File: src/rtl/pipeline_flow_ctrl_if.sv
// Pipeline hazard/flow-control bundle between the datapath stages and the sequencer.
// master = datapath side (drives hazard inputs), slave = sequencer (drives enables/flushes).
interface pipeline_flow_ctrl_if #(
    parameter int CNT_W = 16
);
    logic [4:0]       id_rs;
    logic [4:0]       id_rt;
    logic             id_uses_rt;
    logic             id_jump;
    logic             id_undef;
    logic             id_kernel;
    logic             ex_memread;
    logic [4:0]       ex_rt;
    logic             ex_br_taken;
    logic             irq;
    logic             mem_busy;

    logic             pc_write;
    logic             if_id_write;
    logic             if_id_flush;
    logic             id_ex_flush;
    logic             ex_mem_flush;
    logic             pipe_en;
    logic [2:0]       pc_src;
    logic             epc_save;
    logic             bus_err;
    logic [CNT_W-1:0] stall_cnt;

    modport master (
        output id_rs, id_rt, id_uses_rt, id_jump, id_undef, id_kernel,
               ex_memread, ex_rt, ex_br_taken, irq, mem_busy,
        input  pc_write, if_id_write, if_id_flush, id_ex_flush, ex_mem_flush,
               pipe_en, pc_src, epc_save, bus_err, stall_cnt
    );

    modport slave (
        input  id_rs, id_rt, id_uses_rt, id_jump, id_undef, id_kernel,
               ex_memread, ex_rt, ex_br_taken, irq, mem_busy,
        output pc_write, if_id_write, if_id_flush, id_ex_flush, ex_mem_flush,
               pipe_en, pc_src, epc_save, bus_err, stall_cnt
    );
endinterface

File: src/rtl/pipeline_flow_ctrl.sv
// Stall/flush/redirect sequencer for the 5-stage pipeline; Mealy outputs, zero-cycle decision.
// Memory wait freezes the whole pipe until mem_busy drops or the wait limit forces a bus-error trap.
module pipeline_flow_ctrl #(
    parameter int MAX_MEM_WAIT = 8,
    parameter int CNT_W        = 16
) (
    input  logic                 sysclk,
    input  logic                 reset,
    pipeline_flow_ctrl_if.slave  fc
);
    localparam int            WW         = $clog2(MAX_MEM_WAIT + 1);
    localparam logic [WW-1:0] WAIT_LIMIT = WW'(MAX_MEM_WAIT);
    localparam logic [2:0]    SRC_PC4    = 3'b000;
    localparam logic [2:0]    SRC_BR     = 3'b001;
    localparam logic [2:0]    SRC_JMP    = 3'b010;
    localparam logic [2:0]    SRC_IRQ    = 3'b100;
    localparam logic [2:0]    SRC_EXC    = 3'b101;

    typedef enum logic [1:0] {RUN, LU_STALL, MEM_WAIT, TRAP} state_t;

    state_t           state_q, state_d;
    logic             irq_pend_q, irq_pend_d;
    logic [WW-1:0]    wait_cnt_q, wait_cnt_d, wait_inc;
    logic [CNT_W-1:0] stall_cnt_q, stall_cnt_d;
    logic             load_use;

    logic             pc_write, if_id_write, if_id_flush, id_ex_flush, ex_mem_flush;
    logic             pipe_en, epc_save, bus_err;
    logic [2:0]       pc_src;

    assign load_use = fc.ex_memread && (fc.ex_rt != 5'd0) &&
                      ((fc.ex_rt == fc.id_rs) || (fc.id_uses_rt && (fc.ex_rt == fc.id_rt)));
    // wait_inc counts the busy cycle being evaluated now, so the limit trips on the Nth busy cycle.
    assign wait_inc = wait_cnt_q + WW'(1);

    always_comb begin
        state_d      = state_q;
        irq_pend_d   = irq_pend_q | fc.irq;
        wait_cnt_d   = wait_cnt_q;
        pc_write     = 1'b1;
        if_id_write  = 1'b1;
        if_id_flush  = 1'b0;
        id_ex_flush  = 1'b0;
        ex_mem_flush = 1'b0;
        pipe_en      = 1'b1;
        pc_src       = SRC_PC4;
        epc_save     = 1'b0;
        bus_err      = 1'b0;

        if (fc.mem_busy && state_q != MEM_WAIT) begin
            pc_write    = 1'b0;
            if_id_write = 1'b0;
            pipe_en     = 1'b0;
            state_d     = MEM_WAIT;
            wait_cnt_d  = WW'(1);
        end else begin
            case (state_q)
                RUN: begin
                    if (fc.id_undef && !fc.id_kernel) begin
                        pc_src      = SRC_EXC;
                        epc_save    = 1'b1;
                        if_id_flush = 1'b1;
                        id_ex_flush = 1'b1;
                        state_d     = TRAP;
                    end else if (fc.ex_br_taken) begin
                        pc_src      = SRC_BR;
                        if_id_flush = 1'b1;
                        id_ex_flush = 1'b1;
                    end else if (irq_pend_q && !fc.id_kernel) begin
                        pc_src      = SRC_IRQ;
                        epc_save    = 1'b1;
                        if_id_flush = 1'b1;
                        id_ex_flush = 1'b1;
                        irq_pend_d  = 1'b0;
                        state_d     = TRAP;
                    end else if (load_use) begin
                        pc_write    = 1'b0;
                        if_id_write = 1'b0;
                        id_ex_flush = 1'b1;
                        state_d     = LU_STALL;
                    end else if (fc.id_jump) begin
                        pc_src      = SRC_JMP;
                        if_id_flush = 1'b1;
                    end
                end
                LU_STALL: begin
                    state_d = RUN;
                    if (fc.id_jump) begin
                        pc_src      = SRC_JMP;
                        if_id_flush = 1'b1;
                    end
                end
                MEM_WAIT: begin
                    if (!fc.mem_busy) begin
                        state_d    = RUN;
                        wait_cnt_d = '0;
                    end else if (wait_inc == WAIT_LIMIT) begin
                        bus_err      = 1'b1;
                        pc_src       = SRC_EXC;
                        epc_save     = 1'b1;
                        if_id_flush  = 1'b1;
                        id_ex_flush  = 1'b1;
                        ex_mem_flush = 1'b1;
                        state_d      = TRAP;
                        wait_cnt_d   = '0;
                    end else begin
                        pc_write    = 1'b0;
                        if_id_write = 1'b0;
                        pipe_en     = 1'b0;
                        wait_cnt_d  = wait_inc;
                    end
                end
                TRAP:    state_d = RUN;
                default: state_d = RUN;
            endcase
        end

        // Reset acts on the outputs combinationally so the pipe is held the instant it asserts.
        if (!reset) begin
            pc_write     = 1'b0;
            if_id_write  = 1'b0;
            if_id_flush  = 1'b1;
            id_ex_flush  = 1'b1;
            ex_mem_flush = 1'b1;
            pipe_en      = 1'b0;
            pc_src       = SRC_PC4;
            epc_save     = 1'b0;
            bus_err      = 1'b0;
        end

        stall_cnt_d = stall_cnt_q;
        if (!pc_write && (stall_cnt_q != '1)) begin
            stall_cnt_d = stall_cnt_q + CNT_W'(1);
        end
    end

    always_ff @(posedge sysclk or negedge reset) begin
        if (!reset) begin
            state_q     <= RUN;
            irq_pend_q  <= 1'b0;
            wait_cnt_q  <= '0;
            stall_cnt_q <= '0;
        end else begin
            state_q     <= state_d;
            irq_pend_q  <= irq_pend_d;
            wait_cnt_q  <= wait_cnt_d;
            stall_cnt_q <= stall_cnt_d;
        end
    end

    assign fc.pc_write     = pc_write;
    assign fc.if_id_write  = if_id_write;
    assign fc.if_id_flush  = if_id_flush;
    assign fc.id_ex_flush  = id_ex_flush;
    assign fc.ex_mem_flush = ex_mem_flush;
    assign fc.pipe_en      = pipe_en;
    assign fc.pc_src       = pc_src;
    assign fc.epc_save     = epc_save;
    assign fc.bus_err      = bus_err;
    assign fc.stall_cnt    = stall_cnt_q;
endmodule

File: src/flat_wrapper.sv
// flat-port wrapper written by rule: the top's interface ports become plain ports
module pipeline_flow_ctrl_flat 
#(
    parameter int MAX_MEM_WAIT = 8,
    parameter int CNT_W        = 16
)
  (sysclk, reset, fc_id_rs, fc_id_rt, fc_id_uses_rt, fc_id_jump, fc_id_undef, fc_id_kernel, fc_ex_memread, fc_ex_rt, fc_ex_br_taken, fc_irq, fc_mem_busy, fc_pc_write, fc_if_id_write, fc_if_id_flush, fc_id_ex_flush, fc_ex_mem_flush, fc_pipe_en, fc_pc_src, fc_epc_save, fc_bus_err, fc_stall_cnt);
  pipeline_flow_ctrl_if #(.CNT_W(CNT_W)) fc_i ();
  input  logic sysclk;
  input  logic reset;
  input wire logic [$bits(fc_i.id_rs)-1:0] fc_id_rs;
  input wire logic [$bits(fc_i.id_rt)-1:0] fc_id_rt;
  input wire logic [$bits(fc_i.id_uses_rt)-1:0] fc_id_uses_rt;
  input wire logic [$bits(fc_i.id_jump)-1:0] fc_id_jump;
  input wire logic [$bits(fc_i.id_undef)-1:0] fc_id_undef;
  input wire logic [$bits(fc_i.id_kernel)-1:0] fc_id_kernel;
  input wire logic [$bits(fc_i.ex_memread)-1:0] fc_ex_memread;
  input wire logic [$bits(fc_i.ex_rt)-1:0] fc_ex_rt;
  input wire logic [$bits(fc_i.ex_br_taken)-1:0] fc_ex_br_taken;
  input wire logic [$bits(fc_i.irq)-1:0] fc_irq;
  input wire logic [$bits(fc_i.mem_busy)-1:0] fc_mem_busy;
  output wire logic [$bits(fc_i.pc_write)-1:0] fc_pc_write;
  output wire logic [$bits(fc_i.if_id_write)-1:0] fc_if_id_write;
  output wire logic [$bits(fc_i.if_id_flush)-1:0] fc_if_id_flush;
  output wire logic [$bits(fc_i.id_ex_flush)-1:0] fc_id_ex_flush;
  output wire logic [$bits(fc_i.ex_mem_flush)-1:0] fc_ex_mem_flush;
  output wire logic [$bits(fc_i.pipe_en)-1:0] fc_pipe_en;
  output wire logic [$bits(fc_i.pc_src)-1:0] fc_pc_src;
  output wire logic [$bits(fc_i.epc_save)-1:0] fc_epc_save;
  output wire logic [$bits(fc_i.bus_err)-1:0] fc_bus_err;
  output wire logic [$bits(fc_i.stall_cnt)-1:0] fc_stall_cnt;
  assign fc_i.id_rs = fc_id_rs;
  assign fc_i.id_rt = fc_id_rt;
  assign fc_i.id_uses_rt = fc_id_uses_rt;
  assign fc_i.id_jump = fc_id_jump;
  assign fc_i.id_undef = fc_id_undef;
  assign fc_i.id_kernel = fc_id_kernel;
  assign fc_i.ex_memread = fc_ex_memread;
  assign fc_i.ex_rt = fc_ex_rt;
  assign fc_i.ex_br_taken = fc_ex_br_taken;
  assign fc_i.irq = fc_irq;
  assign fc_i.mem_busy = fc_mem_busy;
  assign fc_pc_write = fc_i.pc_write;
  assign fc_if_id_write = fc_i.if_id_write;
  assign fc_if_id_flush = fc_i.if_id_flush;
  assign fc_id_ex_flush = fc_i.id_ex_flush;
  assign fc_ex_mem_flush = fc_i.ex_mem_flush;
  assign fc_pipe_en = fc_i.pipe_en;
  assign fc_pc_src = fc_i.pc_src;
  assign fc_epc_save = fc_i.epc_save;
  assign fc_bus_err = fc_i.bus_err;
  assign fc_stall_cnt = fc_i.stall_cnt;
  pipeline_flow_ctrl #(.MAX_MEM_WAIT(MAX_MEM_WAIT), .CNT_W(CNT_W)) u_core (.sysclk(sysclk), .reset(reset), .fc(fc_i));
endmodule
File: config.mk
export PLATFORM = sky130hd
export DESIGN_NAME = pipeline_flow_ctrl_flat
export DESIGN_NICKNAME = d
export VERILOG_FILES = /design/src/rtl/pipeline_flow_ctrl_if.sv /design/src/rtl/pipeline_flow_ctrl.sv /design/src/flat_wrapper.sv
export SDC_FILE = /design/constraint.sdc
export NUM_CORES = 1
export LEC_CHECK = 0
export BUFFER_PORTS_ARGS = -buffer_cell sky130_fd_sc_hd__buf_2
export CAP_MARGIN = 15
export CORE_MARGIN = 3
export CORE_UTILIZATION = 44
export CTS_CLUSTER_DIAMETER = 120
export CTS_CLUSTER_SIZE = 30
export DETAILED_ROUTE_END_ITERATION = 7
export GPL_TIMING_DRIVEN = 0
export PLACE_DENSITY_LB_ADDON = 0.25
export SYNTH_ARGS = -nofsm -noshare
export SYNTH_HDL_FRONTEND = slang
export SYNTH_SLANG_ARGS = --single-unit
File: constraint.sdc
create_clock -name sysclk -period 2.15 [get_ports sysclk]
set_input_delay 0.43 -clock sysclk [delete_from_list [all_inputs] [get_ports sysclk]]
set_output_delay 0.43 -clock sysclk [all_outputs]
set_load 0.01 [all_outputs]
==> results by group <==
Cells and area
  • Layout Utilization: 0.6407
  • Area Overhead vs Synth: 37.22%
  • Layout cells sized above 1: 0.4091
  • Antenna diodes: 0
  • NumNets Final: 248

Detailed routing
  • Detailed-route via count: 1,398
  • Post-Route WL: 3534 um
  • 1st-pass router iterations: 4
  • WL per Instance: 13.39 um
  • Drt initial violations: 44
  • DRC viols: 0
  • DR vias/cell: 5.295
  • Routed Antenna Nets: 0

Place
  • Post-place setup slack: -0.4062 ns
  • GP Congestion: 0.8282
  • Hpwl dp: 2619 um
  • I/O Buffers: 51

Synthesis
  • Synth Instances: 158
  • Top cell type's share of synthesized area: 0.3972
  • Area leader, netlist: dfrtp_1
  • Post-synth net total: 185
  • Average cell area after synthesis: 9.170 um2
  • Synthesis Warnings: 0
  • Post-synthesis sequential area ratio: 0.3972
  • Number of synthesized register bits: 23
  • Synth area leaders: dfrtp_1 40%, xor2_1 8.5%, xnor2_1 7.3%
  • Mapped Area: 1449 um2
  • Distinct cell type count after synthesis: 39

STA
  • Slew Viols, Final: 0
  • Final setup vio count: 8
  • Clock Skews: 0.01101 ns
  • Setup ws final: -0.1560 ns
  • Final Hold Fails: 0
  • Final Cycle Share: 1.073
  • Post-route minimum period: 2.306 ns
  • RSZ-0062 raised after global routing: yes
  • Worst Hold Slack: 0.09832 ns
  • Rel. slew slack: 0.5899
  • Slew @ Worst Pin: 0.6152 ns
  • FMAX: 0.4336 GHz
  • Setup TNS: -0.8014 ns

Worst setup path
  • Crit path max-delay family: compound AO/OA/AOI/OAI gates
  • Slowest stage delay, CP: 0.48 ns
  • Crit. End Element: output port
  • Reg2reg start: u_core.state_q[1]
  • Slowest cell on crit path: dfrtp_2
  • CP cell instances: a21bo_2, a21oi_4, nand3_2, buf_4, buf_6, a21oi_1, buf_2
  • CP required: 1.72 ns
  • FF-to-FF setup slack: 0.10 ns
  • CP arrival: 1.88 ns
  • Critical Path Fanout Max: 6
  • CP bufs+invs: 3
  • Crit start category: register
  • WS Path Type: register to output port
  • Crit path from: u_core.wait_cnt_q[0]

CTS
  • Root buffer cell: clkbuf_4
  • CTS max path bufs: 2
  • TritonCTS buffer count: 3
  • Clk_lat worst skew: 0.32 ns
  • CTS clock-pin slew for the worst setup and hold paths: 0.14 ns
  • CTS tree: done
  • H-tree levels: 1
  • CTS sink count: 23

Global route
  • Largest net degree at the start of global routing: 29
  • First-pass GRT wire length: 6230 um
  • Number of global-route vias before repair: 1,458
  • Remaining Overflow, GRT: 0
  • Initial antenna violation count: 0
  • Tot GR Track Use: 0.1895

Run
  • Max cap viols: 0

Floorplan
  • Die Area: 4018 um2
  • Die X: 63.39 um
  • # rows: 20
  • Io pins: 52
  • Die Span Y: 63.39 um
  • Core box area: 3103 um2
  • Initial cell density of the core: 0.4669

Power and ir drop
  • Pwr Total: 0.001431 W
  • P per Cell Area: 720.0 nW/um2
  • Peak VDD IR: 0.4846 mV
  • Leakage Power: 0.8402 nW

Run status
  • Failing checks: negative setup slack
  • Status: finished with violations

Min path
  • Tightest Hold Check Type: primary input to async pin
cell families (layout without fill, tap and decap cells):
kind of cell	after synthesis	after routing	synth area share
AOI/OAI and AO/OA	24	24	0.1175
xor gates and xnor gates	26	26	0.1572
adders and majority gates	2	2	0.01727
buffers and inverters	8	70	0.02590
DFF	23	23	0.3972
muxes	2	2	0.01554
and+or+nand+nor	73	73	0.2694
synth_stat cells, drive strengths merged:
library cell and instances:
a211oi 2, a21bo 1, a21boi 1, a21o 1
a21oi 7, a31oi 1, a41oi 1, and2 1
buf 2, clkbuf 3, dfrtp 23, ha 2
inv 3, mux2 2, nand2 11, nand2b 5
nand3 12, nand3b 1, nand4 3, nor2 15
nor2b 4, nor3 5, nor3b 1, nor4 8
nor4b 4, o211ai 1, o21a 1, o21ai 4
o21bai 1, o22ai 2, o32ai 1, or2 1
or3 1, or4 1, xnor2 12, xor2 14
sequential cells by signal, indices dropped and copies added (netlist names):
signal / count
u_core.irq_pend_q: 1
u_core.wait_cnt_q: 4
u_core.state_q: 2
u_core.fc.stall_cnt: 16
layout make-up:
class | instances | area [um2]
fillers | 280 | 1115
well taps | 44 | 55.05
clock buffers | 4 | 26.28
repair buffers | 58 | 340.3
inverters | 3 | 11.26
multi-input cells | 127 | 940.9
plain buffers | 5 | 36.28
flip-flops and latches | 23 | 578.1
through the flow:
step,area (um2),std cells
2_1_floorplan,1460,158
3_3_place_gp,1770,253
3_5_place_dp,1770,253
4_1_cts,1932,262
5_1_grt,1988,264
6_report,1988,264
final timing paths:
check / cells after the start / to
worst max-delay path: 7 / fc_epc_save
worst min-delay path: 1 / u_core.wait_cnt_q[2]
worst max register to register: 8 / u_core.fc.stall_cnt[14]
worst min register to register: 1 / u_core.fc.stall_cnt[10]
max in group asynchronous: 1 / u_core.wait_cnt_q[1]
min in group sysclk: 3 / u_core.irq_pend_q
placed cells by master, fill, tap and decap left out, types with 3 or more instances in the layout:
master    synthesis  final
nand2b_1          5      4
nand2_1          11      9
clkbuf_4          0      3
dfrtp_1          23     21
buf_2             0     47
nand3_1          12     10
nand4_1           3      3
buf_4             2      6
nor4_1            8      7
o21ai_0           3      3
nor4b_1           3      3
xor2_1           14     14
a21oi_1           7      4
inv_1             3      3
xnor2_1          12     12
nor3_1            5      4
nor2_1           15     14
buf_6             0      6
nor2b_1           4      4
per-layer routing:
layer / vias to the layer above / share of wire / global-route usage
li1: 689 / - / -
met1: 667 / 0.40 / 0.2217
met2: 38 / 0.54 / 0.3625
met3: 4 / 0.048 / 0.02674
met4: 0 / 0.0085 / 0.03774
met5: - / 0 / 0
where the power goes:
part / internal (W) / switching (W)
Sequential: 0.000539 / 0.000140
Clock: 0.0000725 / 0.000137
Combinational: 0.000256 / 0.000287
timing repair:
item / 4_1_cts / 5_1_grt
cloned: 0 / 0
hold buffers: 0 / 0
gates resized for setup: 21 / 11
setup buffers: 5 / 2
hold endpoints to repair: 0 / 0
pin swaps: 7 / 1
setup endpoints to repair: 20 / 21
Note: power is estimated with default switching activity, not from simulation.
